$ cat src/rtl/id_ex_hazard_stage.sv
// ID/EX pipeline register with load-use stall detection, flush squashing,
// same-cycle WB bypass into captured operands and saturating stall/flush counters.
module id_ex_hazard_stage #(
  parameter int XLEN   = 32,
  parameter int REG_AW = 5,
  parameter int CNT_W  = 16
) (
  input  logic              i_clk,
  input  logic              i_reset,
  input  logic              i_id_valid,
  input  logic [XLEN-1:0]   i_id_pc,
  input  logic [XLEN-1:0]   i_id_rs1_data,
  input  logic [XLEN-1:0]   i_id_rs2_data,
  input  logic [XLEN-1:0]   i_id_imm,
  input  logic [REG_AW-1:0] i_id_rs1,
  input  logic [REG_AW-1:0] i_id_rs2,
  input  logic [REG_AW-1:0] i_id_rd,
  input  logic              i_id_uses_rs1,
  input  logic              i_id_uses_rs2,
  input  logic              i_id_reg_write,
  input  logic              i_id_mem_read,
  input  logic              i_id_mem_write,
  input  logic              i_id_mem_to_reg,
  input  logic              i_id_alu_src,
  input  logic [3:0]        i_id_alu_op,
  input  logic              i_id_branch,
  input  logic              i_ex_flush,
  input  logic              i_wb_reg_write,
  input  logic [REG_AW-1:0] i_wb_rd,
  input  logic [XLEN-1:0]   i_wb_data,
  output logic              o_ex_valid,
  output logic [XLEN-1:0]   o_ex_pc,
  output logic [XLEN-1:0]   o_ex_rs1_data,
  output logic [XLEN-1:0]   o_ex_rs2_data,
  output logic [XLEN-1:0]   o_ex_imm,
  output logic [REG_AW-1:0] o_ex_rs1,
  output logic [REG_AW-1:0] o_ex_rs2,
  output logic [REG_AW-1:0] o_ex_rd,
  output logic              o_ex_uses_rs1,
  output logic              o_ex_uses_rs2,
  output logic              o_ex_reg_write,
  output logic              o_ex_mem_read,
  output logic              o_ex_mem_write,
  output logic              o_ex_mem_to_reg,
  output logic              o_ex_alu_src,
  output logic [3:0]        o_ex_alu_op,
  output logic              o_ex_branch,
  output logic              o_pc_write_en,
  output logic              o_if_id_write_en,
  output logic [CNT_W-1:0]  o_stall_cnt,
  output logic [CNT_W-1:0]  o_flush_cnt
);

  logic              r_ex_valid;
  logic [XLEN-1:0]   r_ex_pc;
  logic [XLEN-1:0]   r_ex_rs1_data;
  logic [XLEN-1:0]   r_ex_rs2_data;
  logic [XLEN-1:0]   r_ex_imm;
  logic [REG_AW-1:0] r_ex_rs1;
  logic [REG_AW-1:0] r_ex_rs2;
  logic [REG_AW-1:0] r_ex_rd;
  logic              r_ex_uses_rs1;
  logic              r_ex_uses_rs2;
  logic              r_ex_reg_write;
  logic              r_ex_mem_read;
  logic              r_ex_mem_write;
  logic              r_ex_mem_to_reg;
  logic              r_ex_alu_src;
  logic [3:0]        r_ex_alu_op;
  logic              r_ex_branch;
  logic [CNT_W-1:0]  r_stall_cnt;
  logic [CNT_W-1:0]  r_flush_cnt;

  logic              w_hazard;
  logic              w_rs1_match;
  logic              w_rs2_match;
  logic              w_byp_rs1;
  logic              w_byp_rs2;
  logic              w_ld_ctrl;

  assign w_rs1_match = i_id_uses_rs1 && (i_id_rs1 == r_ex_rd);
  assign w_rs2_match = i_id_uses_rs2 && (i_id_rs2 == r_ex_rd);

  // Gated by reset so the stall outputs are released while reset is held,
  // even before the EX register has been cleared.
  assign w_hazard = !i_reset && r_ex_valid && r_ex_mem_read && (r_ex_rd != '0) &&
                    i_id_valid && !i_ex_flush && (w_rs1_match || w_rs2_match);

  assign w_byp_rs1 = i_wb_reg_write && (i_wb_rd != '0) && (i_wb_rd == i_id_rs1);
  assign w_byp_rs2 = i_wb_reg_write && (i_wb_rd != '0) && (i_wb_rd == i_id_rs2);
  assign w_ld_ctrl = i_id_valid;

  assign o_pc_write_en    = !w_hazard;
  assign o_if_id_write_en = !w_hazard;

  always_ff @(posedge i_clk) begin
    if (i_reset) begin
      r_ex_valid      <= 1'b0;
      r_ex_pc         <= '0;
      r_ex_rs1_data   <= '0;
      r_ex_rs2_data   <= '0;
      r_ex_imm        <= '0;
      r_ex_rs1        <= '0;
      r_ex_rs2        <= '0;
      r_ex_rd         <= '0;
      r_ex_uses_rs1   <= 1'b0;
      r_ex_uses_rs2   <= 1'b0;
      r_ex_reg_write  <= 1'b0;
      r_ex_mem_read   <= 1'b0;
      r_ex_mem_write  <= 1'b0;
      r_ex_mem_to_reg <= 1'b0;
      r_ex_alu_src    <= 1'b0;
      r_ex_alu_op     <= '0;
      r_ex_branch     <= 1'b0;
    end else if (i_ex_flush || w_hazard) begin
      // Bubble: kill state-changing controls, keep datapath fields as they were.
      r_ex_valid     <= 1'b0;
      r_ex_reg_write <= 1'b0;
      r_ex_mem_read  <= 1'b0;
      r_ex_mem_write <= 1'b0;
      r_ex_branch    <= 1'b0;
      r_ex_rd        <= '0;
      r_ex_rs1       <= '0;
      r_ex_rs2       <= '0;
    end else begin
      r_ex_valid      <= i_id_valid;
      r_ex_pc         <= i_id_pc;
      r_ex_rs1_data   <= w_byp_rs1 ? i_wb_data : i_id_rs1_data;
      r_ex_rs2_data   <= w_byp_rs2 ? i_wb_data : i_id_rs2_data;
      r_ex_imm        <= i_id_imm;
      r_ex_uses_rs1   <= i_id_uses_rs1;
      r_ex_uses_rs2   <= i_id_uses_rs2;
      r_ex_mem_to_reg <= i_id_mem_to_reg;
      r_ex_alu_src    <= i_id_alu_src;
      r_ex_alu_op     <= i_id_alu_op;
      r_ex_rs1        <= w_ld_ctrl ? i_id_rs1 : '0;
      r_ex_rs2        <= w_ld_ctrl ? i_id_rs2 : '0;
      r_ex_rd         <= w_ld_ctrl ? i_id_rd : '0;
      r_ex_reg_write  <= w_ld_ctrl && i_id_reg_write;
      r_ex_mem_read   <= w_ld_ctrl && i_id_mem_read;
      r_ex_mem_write  <= w_ld_ctrl && i_id_mem_write;
      r_ex_branch     <= w_ld_ctrl && i_id_branch;
    end
  end

  always_ff @(posedge i_clk) begin
    if (i_reset) begin
      r_stall_cnt <= '0;
      r_flush_cnt <= '0;
    end else begin
      if (w_hazard && (r_stall_cnt != '1))
        r_stall_cnt <= r_stall_cnt + 1'b1;
      if (i_ex_flush && (r_flush_cnt != '1))
        r_flush_cnt <= r_flush_cnt + 1'b1;
    end
  end

  assign o_ex_valid      = r_ex_valid;
  assign o_ex_pc         = r_ex_pc;
  assign o_ex_rs1_data   = r_ex_rs1_data;
  assign o_ex_rs2_data   = r_ex_rs2_data;
  assign o_ex_imm        = r_ex_imm;
  assign o_ex_rs1        = r_ex_rs1;
  assign o_ex_rs2        = r_ex_rs2;
  assign o_ex_rd         = r_ex_rd;
  assign o_ex_uses_rs1   = r_ex_uses_rs1;
  assign o_ex_uses_rs2   = r_ex_uses_rs2;
  assign o_ex_reg_write  = r_ex_reg_write;
  assign o_ex_mem_read   = r_ex_mem_read;
  assign o_ex_mem_write  = r_ex_mem_write;
  assign o_ex_mem_to_reg = r_ex_mem_to_reg;
  assign o_ex_alu_src    = r_ex_alu_src;
  assign o_ex_alu_op     = r_ex_alu_op;
  assign o_ex_branch     = r_ex_branch;
  assign o_stall_cnt     = r_stall_cnt;
  assign o_flush_cnt     = r_flush_cnt;

endmodule

$ cat config.mk
export PLATFORM = sky130hd
export DESIGN_NAME = id_ex_hazard_stage
export DESIGN_NICKNAME = d
export VERILOG_FILES = /design/src/rtl/id_ex_hazard_stage.sv
export SDC_FILE = /design/constraint.sdc
export NUM_CORES = 1
export LEC_CHECK = 0
export ABC_AREA = 1
export BUFFER_PORTS_ARGS = -buffer_cell sky130_fd_sc_hd__buf_4
export CAP_MARGIN = 20
export CORE_MARGIN = 2
export CORE_UTILIZATION = 35
export CTS_CLUSTER_SIZE = 8
export DETAILED_ROUTE_END_ITERATION = 8
export GPL_ROUTABILITY_DRIVEN = 1
export PLACE_DENSITY = 0.58
export SYNTH_ARGS = -nofsm -noshare
export SYNTH_HDL_FRONTEND = slang
export SYNTH_SLANG_ARGS = --single-unit
$ cat constraint.sdc
create_clock -name i_clk -period 1.8 [get_ports i_clk]
set_input_delay 0.27 -clock i_clk [delete_from_list [all_inputs] [get_ports i_clk]]
set_output_delay 0.27 -clock i_clk [all_outputs]
set_load 0.02 [all_outputs]
==> summary.md <==
| Metric | Value |
|---|---|
| Core ar. | 26800 um^2 |
| Syn avg cell area | 6.53 um^2 |
| Initial core utilization | 0.355 |
| Antenna Nets Post-Route | 0 |
| Clk_lat worst skew | 0.43 ns |
| WL/cell | 15.4 um |
| Clock root buffer | clkbuf_16 |
| Hold Path End | o_ex_mem_write$_SDFF_PP0_ |
| Num CTS Buffers | 17 |
| Worst Reg-to-Reg Cells | 10 |
| Post-synth ARST share | 0 |
| Final WS setup | -0.0818 ns |
| Post-synth top flop | dfxtp_1 |
| CTS H-tree depth | 4 |
| I/O Pins | 387 |
| R2R Path Start | o_ex_rd[2]$_SDFF_PP0_ |
| R2r endpoint | o_ex_rs1_data[14]$_SDFFE_PP0N_ |
| WHS Path Cells | 3 |
| Num rows | 60 |
| Run status | finished, violations left |
| CTS clk-pin slew, worst paths | 0.08 ns |
| R2r setup slk | 0.01 ns |
| All-layer global routing usage | 0.223 |
| Crit path cell chain | inv_1 -> nand2_1 -> nand2_1 -> nor2_1 -> nand3_1 -> nand2_4 -> nand2_8 -> buf_12 -> buf_8 |
| Max FO, Critical Path | 4 |
| Total iterations of the first detailed-routing run | 6 |
| Net count after synthesis | 1656 |
| FMAX | 531 MHz |
| Dpl hpwl | 24500 um |
| Final Hold Vio Count | 0 |
| Min Tclk post-route | 1.88 ns |
| DR DRC count | 0 |
| Distinct cells, synth | 30 |
| Via count | 10612 |
| PortBufs | 386 |
| Total of max-cap violations | 0 |
| Static leakage | 7.34 nW |
| Height of the die | 169 um |
| Largest net degree at the start of global routing | 71 |
| Final Total Pwr | 10.5 mW |
| Number of synthesized flops with an enable pin | 0 |
| Hold slack | 0.0441 ns |
| Critical Setup Path Class | flip-flop to output port |
| Crit-path slowest cell | dfxtp_2 |
| Synthesized area | 9510 um^2 |
| GP Congestion | 0.880 |
| Worst slew pin tran | 0.403 ns |
| Initial DRC Count | 708 |
| Part of the Yosys area used for sequential elements | 0.396 |
| Yosys reg bits | 188 |
| WP data required | 1.53 ns |
| Area leader, netlist | dfxtp_1 |
| Final Skew | 0.0187 ns |
| CTS tree | yes |
| DR vias/cell | 4.75 |
| CTS Buffer Depth | 2 |
| Cells after Synth | 1457 |
| CP peak stage delay | 0.35 ns |
| Peak supply drop | 0.000439 V |
| PD cells | 737 nW/um^2 |
| First-pass GRT wire length | 50900 um |
| Relative slew slack | 0.732 |
| Total length of routed wires | 34300 um |
| Slew Viols, Final | 0 |
| Nets | 2079 |
| CP endpoint kind | output port |
| Hold Crit Start | i_id_mem_write |
| Area Overhead vs Synth | 49.7% |
| Final Cycle Share | 1.05 |
| Die area | 28500 um^2 |
| Initial antenna violation count | 0 |
| Worst slack, placed | 0.0428 ns |
| ANT cells | 0 |
| Synth top area cells | dfxtp_1 (40%), nand2_1 (18%), nor2_1 (13%), nand4_1 (5.8%), nand3b_1 (5.7%) |
| Clock Sink Count | 188 |
| Layout cells sized above 1 | 0.301 |
| Crit start category | flip-flop |
| HP Class | input pin to flip-flop |
| Share of the synthesized area in the top cell type | 0.396 |
| Cell mode on critical path | nand2_1 |
| Vias in the first global route | 9722 |
| Yosys Warn Count | 0 |
| Critical Path AT | 1.61 ns |
| Chip width | 169 um |
| RSZ-0062 raised after global routing | true |
| Setup-failing EPs final | 2 |
| Global route total overflow | 0 |
| Failing checks | negative setup slack |
==> cell type report <==
cell class / instances / area (um^2)
multi-input combinational: 1053 / 4810
timing repair buffer: 492 / 4150
fill: 2700 / 12600
tap: 341 / 427
inverter: 128 / 483
clock inverter: 13 / 128
sequential: 188 / 3780
clock buffer: 19 / 453
==> metrics by stage <==
step	util	cell area (um^2)	TNS [ns]	std cells
after floorplan	-	9510	0	1457
after global placement	0.493	13200	0	2181
after detailed placement	0.493	13200	0	2181
after CTS	0.518	13900	-0.231	2217
after global routing	0.531	14200	-9.28	2234
final	0.531	14200	-0.163	2234
==> power by group <==
part | total (mW) | switching (mW) | internal [mW]
clock network | 3.75 | 1.84 | 1.91
logic | 2.22 | 1.20 | 1.02
registers | 4.52 | 0.127 | 4.39
total | 10.5 | 3.17 | 7.32
==> logic make-up (layout without fill, tap and decap cells) <==
logic type	after synthesis	after routing	synth area share
adder cells (fa/ha/maj)	2	2	0.00263
flip-flops	188	188	0.396
AO/OA/AOI/OAI	29	29	0.0178
AND/OR/NAND/NOR	1005	1007	0.460
XOR/XNOR	15	15	0.0138
buffers and inverters	218	652	0.110
==> worst max-delay path: cells and delay by family, from the launching register on <==
kind          cells  cell delay [ns]
simple gates      6             0.51
flops             1             0.35
buf+inv           3             0.32
==> cell usage after synthesis (2+ instances only) <==
cell      number
a21oi_1       19
a21oi_2        3
buf_1         16
buf_2         27
buf_4          7
buf_6         22
clkbuf_1      18
dfxtp_1      188
ha_1           2
inv_1        124
inv_2          4
nand2_1      457
nand2_2        3
nand3_1       26
nand3_2        2
nand3b_1      72
nand4_1       88
nor2_1       339
nor2_4         3
nor3_1         9
nor3_2         2
o21ai_0        5
xnor2_1        2
xor2_1        13
==> worst max path at each step <==
stage	start	to	cells past startpoint	slack, ns
6_report	o_ex_rd[2]$_SDFF_PP0_	o_if_id_write_en	9	-0.08
5_1_grt	o_ex_rd[2]$_SDFF_PP0_	o_if_id_write_en	9	-0.24
4_1_cts	o_ex_rd[4]$_SDFF_PP0_	o_if_id_write_en	9	-0.12
3_5_place_dp	o_ex_rd[1]$_SDFF_PP0_	o_ex_pc[8]$_SDFFE_PP0N_	9	0.04
3_3_place_gp	o_ex_rd[1]$_SDFF_PP0_	o_ex_pc[0]$_SDFFE_PP0N_	9	0.04
2_1_floorplan	o_stall_cnt[1]$_SDFFE_PP0P_	o_stall_cnt[10]$_SDFFE_PP0P_	10	0.02
==> routing by layer <==
layer / wire, um / track usage / part of all wire / up-vias
li1: - / - / - / 5381
met1: 14500 / 0.275 / 0.42 / 4813
met2: 16300 / 0.376 / 0.47 / 366
met3: 2590 / 0.0563 / 0.075 / 52
met4: 960 / 0.0817 / 0.028 / 0
met5: 0 / 0 / 0 / -
==> cell usage in the layout (no fill, tap or decap), types with 3 or more instances in the layout <==
master      synthesis  routed
a21oi_1            19      17
a21oi_2             3       5
buf_12              0      20
buf_4               7     455
buf_6              22       5
buf_8               0       3
clkbuf_16           0      24
clkinv_4            0       3
clkinvlp_4          0       3
dfxtp_1           188     182
dfxtp_4             0       4
inv_1             124     120
inv_2               4       7
inv_8               0       4
nand2_1           457     455
nand2_4             0       3
nand3_1            26      24
nand3_2             2       4
nand3b_1           72      72
nand4_1            88      88
nor2_1            339     334
nor2_2              1       6
nor2_4              3       3
nor3_1              9       9
o21ai_0             5       5
xor2_1             13      13
==> what timing repair did <==
item / 4_1_cts / 5_1_grt
gates resized for setup: 15 / 20
pin swaps: 6 / 10
gates cloned: 1 / 12
hold buffers: 0 / 0
buffers inserted: 3 / 5
endpoints found under the setup margin: 2 / 136
Power figures use the tool's default switching activity.
